===== src/rtl/sym_fir_pipe.sv =====
// Symmetric (linear-phase) signed FIR with folded pre-adders, run-time coefficients,
// three-stage pipeline after the delay line, and round-half-up plus saturation at the output.
module sym_fir_pipe #(
    parameter int DATA_W = 8,
    parameter int OUT_W  = 8,
    parameter int COEF_W = 17,
    parameter int TAPS   = 15,
    parameter int SHIFT  = 21,
    localparam int NC    = (TAPS + 1) / 2,
    localparam int AW    = (NC > 1) ? $clog2(NC) : 1,
    localparam int ACC_W = DATA_W + COEF_W + 1 + $clog2(NC)
) (
    input  logic                     clk,
    input  logic                     rst_n,
    input  logic                     clr,
    input  logic                     in_valid,
    input  logic signed [DATA_W-1:0] fir_in,
    input  logic                     coef_we,
    input  logic [AW-1:0]            coef_addr,
    input  logic signed [COEF_W-1:0] coef_data,
    output logic                     out_valid,
    output logic signed [OUT_W-1:0]  fir_out,
    output logic                     sat
);

    localparam int PW = DATA_W + 1;
    localparam int MW = DATA_W + COEF_W + 1;
    localparam logic [AW:0]             NC_A = (AW + 1)'(NC);
    localparam logic [ACC_W:0]          HALF = {{ACC_W{1'b0}}, 1'b1} << (SHIFT - 1);
    localparam logic signed [ACC_W:0]   MAXV = (ACC_W + 1)'((1 << (OUT_W - 1)) - 1);
    localparam logic signed [ACC_W:0]   MINV = ~MAXV;

    logic signed [DATA_W-1:0] r_dly_p0 [TAPS];
    logic                     r_vld_p0;
    logic signed [COEF_W-1:0] r_coef   [NC];
    logic signed [PW-1:0]     r_pre_p1 [NC];
    logic                     r_vld_p1;
    logic signed [MW-1:0]     r_mul_p2 [NC];
    logic                     r_vld_p2;
    logic signed [ACC_W-1:0]  w_acc;
    logic signed [ACC_W:0]    w_rnd;

    // One extra guard bit keeps the half-LSB addition from wrapping near full scale.
    function automatic logic signed [ACC_W:0] f_round(input logic signed [ACC_W-1:0] acc);
        logic signed [ACC_W:0] t;
        t = {acc[ACC_W-1], acc} + HALF;
        return t >>> SHIFT;
    endfunction

    function automatic logic f_clip(input logic signed [ACC_W:0] r);
        return (r > MAXV) || (r < MINV);
    endfunction

    function automatic logic signed [OUT_W-1:0] f_sat(input logic signed [ACC_W:0] r);
        if (r > MAXV) return MAXV[OUT_W-1:0];
        if (r < MINV) return MINV[OUT_W-1:0];
        return r[OUT_W-1:0];
    endfunction

    // Delay line: advances only on accepted samples
    always_ff @(posedge clk or negedge rst_n) begin
        if (!rst_n) begin
            for (int k = 0; k < TAPS; k++) r_dly_p0[k] <= '0;
            r_vld_p0 <= 1'b0;
        end else if (clr) begin
            for (int k = 0; k < TAPS; k++) r_dly_p0[k] <= '0;
            r_vld_p0 <= 1'b0;
        end else begin
            r_vld_p0 <= in_valid;
            if (in_valid) begin
                r_dly_p0[0] <= fir_in;
                for (int k = 1; k < TAPS; k++) r_dly_p0[k] <= r_dly_p0[k-1];
            end
        end
    end

    always_ff @(posedge clk or negedge rst_n) begin
        if (!rst_n) begin
            for (int k = 0; k < NC; k++) r_coef[k] <= '0;
        end else if (coef_we && ({1'b0, coef_addr} < NC_A)) begin
            r_coef[coef_addr] <= coef_data;
        end
    end

    // S1: fold symmetric taps
    always_ff @(posedge clk or negedge rst_n) begin
        if (!rst_n) begin
            for (int k = 0; k < NC; k++) r_pre_p1[k] <= '0;
            r_vld_p1 <= 1'b0;
        end else begin
            r_vld_p1 <= r_vld_p0 & ~clr;
            for (int k = 0; k < NC - 1; k++)
                r_pre_p1[k] <= {r_dly_p0[k][DATA_W-1], r_dly_p0[k]}
                             + {r_dly_p0[TAPS-1-k][DATA_W-1], r_dly_p0[TAPS-1-k]};
            r_pre_p1[NC-1] <= {r_dly_p0[NC-1][DATA_W-1], r_dly_p0[NC-1]};
        end
    end

    // S2: coefficient multiply; a same-edge coefficient write is seen from the next edge
    always_ff @(posedge clk or negedge rst_n) begin
        if (!rst_n) begin
            for (int k = 0; k < NC; k++) r_mul_p2[k] <= '0;
            r_vld_p2 <= 1'b0;
        end else begin
            r_vld_p2 <= r_vld_p1 & ~clr;
            for (int k = 0; k < NC; k++)
                r_mul_p2[k] <= $signed({{COEF_W{r_pre_p1[k][PW-1]}}, r_pre_p1[k]})
                             * $signed({{PW{r_coef[k][COEF_W-1]}}, r_coef[k]});
        end
    end

    always_comb begin
        w_acc = '0;
        for (int k = 0; k < NC; k++)
            w_acc = w_acc + {{(ACC_W-MW){r_mul_p2[k][MW-1]}}, r_mul_p2[k]};
        w_rnd = f_round(w_acc);
    end

    // S3: accumulate, round, saturate; output data holds between valid samples
    always_ff @(posedge clk or negedge rst_n) begin
        if (!rst_n) begin
            out_valid <= 1'b0;
            fir_out   <= '0;
            sat       <= 1'b0;
        end else begin
            out_valid <= r_vld_p2 & ~clr;
            if (r_vld_p2 && !clr) begin
                fir_out <= f_sat(w_rnd);
                sat     <= f_clip(w_rnd);
            end
        end
    end

endmodule


===== config.mk =====
export PLATFORM = sky130hd
export DESIGN_NAME = sym_fir_pipe
export DESIGN_NICKNAME = d
export VERILOG_FILES = /design/src/rtl/sym_fir_pipe.sv
export SDC_FILE = /design/constraint.sdc
export NUM_CORES = 2
export LEC_CHECK = 0
export ABC_AREA = 0
export ABC_CLOCK_PERIOD_IN_PS = 7400
export CAP_MARGIN = 30
export CORE_AREA = 2 2 516 518
export DETAILED_ROUTE_END_ITERATION = 16
export DIE_AREA = 0 0 518 520
export HOLD_SLACK_MARGIN = 0.12
export PLACE_DENSITY_LB_ADDON = 0.25
export SETUP_SLACK_MARGIN = 0.3
export SYNTH_ARGS = -nofsm -noshare
export SYNTH_HDL_FRONTEND = slang
export SYNTH_SLANG_ARGS = --single-unit

===== constraint.sdc =====
create_clock -name clk -period 7.4 [get_ports clk]
set_clock_uncertainty 0.15 [all_clocks]
set_input_delay 1.11 -clock clk [delete_from_list [all_inputs] [get_ports clk]]
set_output_delay 1.11 -clock clk [all_outputs]
set_load 0.1 [all_outputs]

==> impl_results.md <==
- FILL cells: 28030
- PortBufs: 42
- CTS tree: built
- RePlAce Congestion: 0.8530
- CTS Root Cell: clkbuf_16
- Gate Count Post-Synth: 6515
- CP peak stage delay: 0.61 ns
- Post-CTS sizing: 0
- Drt via density: 4.242
- CP Class: reg2reg
- Die area: 269400 sq um
- Worst hold path class: in2async
- Gr ovfl total: 0
- Buffer count from post-CTS setup fixing: 0
- Die Ht: 520 um
- Overall Global Routing Usage: 0.1434
- Placed Area: 70080 sq um
- Leakage power: 34.76 nW
- Vias in the first global route: 47500
- Die W: 518 um
- # rows: 189
- Yosys Warn Count: 0
- CP max FO: 17
- VDD IR max: 0.0001867 V
- Reg2reg path depth: 22
- Synth top area cells: fa_1 35%, dfrtp_1 21%, ha_1 9.7%
- Crit path cell chain: and2_1 -> fa_1 -> inv_1 -> fa_1 -> inv_1 -> ha_1 -> inv_1 -> fa_1 -> inv_1 -> ha_1 -> ha_1 -> fa_1 -> a21o_1 -> a21oi_1 -> o21ai_0 -> o211ai_1 -> nand3_1 -> a31o_2 -> o41ai_1 -> o21bai_1 -> a21oi_1 -> xnor2_1
- Arr. time, crit path: 6.70 ns
- Area share of the largest cell type after synthesis: 0.3518
- Detailed-route via count: 42650
- Final setup fails: 0
- Sequential area share after synthesis: 0.2083
- Detail Route Antenna Nets: 0
- Tmin final: 6.243 ns
- H-tree Lvls: 3
- Setup TNS: 0 ns
- Mapped Nets: 8213
- Max frequency: 160.2 MHz
- WL per Instance: 18.76 um
- Nets: 8141
- Crit path max-delay cell type: dfrtp_1
- Status: finished, final reports clean
- Yosys cell types: 78
- Layout cells sized above 1: 0.05814
- Reg-to-reg endpoint: r_mul_p2[181]
- Dpl hpwl: 151700 um
- Worst-Margin Slew: 1.079 ns
- R2r startpoint: r_pre_p1[54]
- Hold_buf cts: 0
- Crit start category: flip-flop
- Initial DRC count: 2265
- 1st-pass router iterations: 8
- I/O Pins: 43
- Ys async rst share: 1.000
- TritonCTS Sinks: 547
- Avg Synthesized Cell Area: 10.09 sq um
- Pins Over Slew Limit: 0
- Critical path capture point type: flip-flop
- PwrDens: 160.8 nW/um^2
- Core Area: 263900 sq um
- Initial Utilization: 0.2490
- Max cap viols: 0
- CTS clock-pin slew for the worst setup and hold paths: 0.06 ns
- Fin crit share: 0.8437
- DRC errors left: 0
- Largest area contributor in the netlist: fa_1
- Area grow syn2layout: 10.65%
- Mapped Area: 65720 sq um
- Final hold vios: 0
- Final Cell Area: 72720 sq um
- Drt total wl: 188600 um
- Clock buffer depth: 3
- Clock latency at the later pin of the worst-skew pair: 0.69 ns
- RSZ-0062 raised after global routing: no
- Reg2reg setup slack: 1.16 ns
- Cts bufs inserted: 76
- Dominant synthesized flop cell: dfrtp_1
- Global-route wire length before repair: 295200 um
- Number of synthesized register bits: 547
- Max-slew headroom: 0.2731
- Initial antenna violation count: 22
- Largest net degree at the start of global routing: 132
- Number of enable flip-flop cells after synthesis: 0
- Worst Path Required: 7.86 ns
## layer usage
metal,vias to the layer above,GRT usage,share of wire
li1,19500,-,-
met1,22230,0.1944,0.45
met2,746,0.2389,0.48
met3,171,0.01982,0.051
met4,2,0.03923,0.021
met5,-,0,0.000069
## per-stage QoR
stage / std cells / util / total power (W) / hold WS, ns / setup slack (ns)
floorplan: 6515 / - / 0.006553 / 0.2229 / 1.669
detailed placement: 9897 / 0.2656 / 0.007982 / 0.2447 / 1.198
CTS: 10030 / 0.2752 / 0.01192 / 0.2575 / 1.174
global placement: 9896 / 0.2655 / 0.007932 / 0.2435 / 1.272
finish: 10060 / 0.2755 / 0.01169 / 0.2568 / 1.157
global route: 10040 / 0.2754 / 0.01253 / 0.2720 / 0.7517
## synthesized netlist by cell type (123+ instances only)
library cell	n
and2_1	521
clkbuf_1	211
dfrtp_1	547
fa_1	1155
ha_1	510
inv_1	1389
mux2_2	138
mux2i_1	123
nand2_1	632
nand2b_1	132
nor2_1	261
xnor2_1	199
## cell usage in the layout (no fill, tap or decap), types with 14 or more instances in the layout
master / instances
dfrtp_1: 547
o21a_1: 20
mux2i_1: 123
clkdlybuf4s50_1: 30
diode_2: 21
clkinv_2: 16
xor2_1: 49
a31oi_1: 16
nor2b_1: 28
and2_1: 521
o211ai_1: 23
a21oi_1: 116
inv_1: 1389
a21o_1: 39
ha_1: 510
nor2_1: 261
nand2b_1: 132
nand3_1: 42
xnor2_1: 199
buf_4: 50
o21ai_0: 82
o21bai_1: 22
nor3_1: 63
nand2_1: 632
mux2_2: 138
and3_1: 17
or3_1: 14
clkbuf_16: 77
fa_1: 1155
## how the worst max path moves through the flow
stage	from	endpoint	slack (ns)	cells past startpoint
6_report	r_pre_p1[54]	r_mul_p2[181]	1.16	22
5_1_grt	r_pre_p1[27]	r_mul_p2[103]	0.75	21
4_1_cts	r_pre_p1[54]	r_mul_p2[181]	1.17	22
3_5_place_dp	r_pre_p1[54]	r_mul_p2[181]	1.20	22
3_3_place_gp	r_pre_p1[18]	r_mul_p2[77]	1.27	21
2_1_floorplan	r_pre_p1[45]	r_mul_p2[151]	1.67	23
## power breakdown
| group | switching, W | internal [W] | leakage, nW |
|---|---|---|---|
| registers | 0.000686 | 0.00331 | 7.27 |
| logic | 0.00228 | 0.00159 | 26.2 |
| clock network | 0.00160 | 0.00223 | 1.25 |
| total | 0.00457 | 0.00713 | 34.8 |
## layout make-up
class | count | area (sq um) | area share
Multi-Input combinational cell | 4333 | 45910 | 0.6314
Sequential cell | 547 | 13690 | 0.1882
Inverter | 1390 | 5218 | 0.07175
Tap cell | 3533 | 4420 | 0.06079
Clock buffer | 96 | 2088 | 0.02872
Timing Repair Buffer | 95 | 872.1 | 0.01199
Clock inverter | 40 | 465.4 | 0.006401
Antenna cell | 21 | 52.55 | 0.0007227
## kinds of logic (layout without fill, tap and decap cells)
kind of cell,Yosys count,in the layout,synth area share
other,0,21,0
muxes,261,261,0.04238
and+or+nand+nor,1745,1745,0.1313
DFF,547,547,0.2083
buffers and inverters,1635,1621,0.09338
xor gates and xnor gates,250,250,0.03355
adders and majority gates,1665,1665,0.4489
AOI/OAI and AO/OA,412,412,0.04219
## flip-flops by register name (all words and copies together) (netlist names)
register	flops
r_coef	136
r_mul_p2	207
r_vld_p0	1
r_pre_p1	71
r_vld_p2	1
r_vld_p1	1
r_dly_p0	120
sat	1
out_valid	1
fir_out	8
## worst max-delay path: cells and delay by family (launching register included)
family                   cells  cell delay, ns
AND/OR/NAND/NOR              2            0.47
buffers and inverters        4            0.19
flip-flops                   1            0.61
XOR/XNOR                     1            0.13
adder cells (fa/ha/maj)      7            2.72
AO/OA/AOI/OAI                8            1.89
Power figures use the tool's default switching activity.
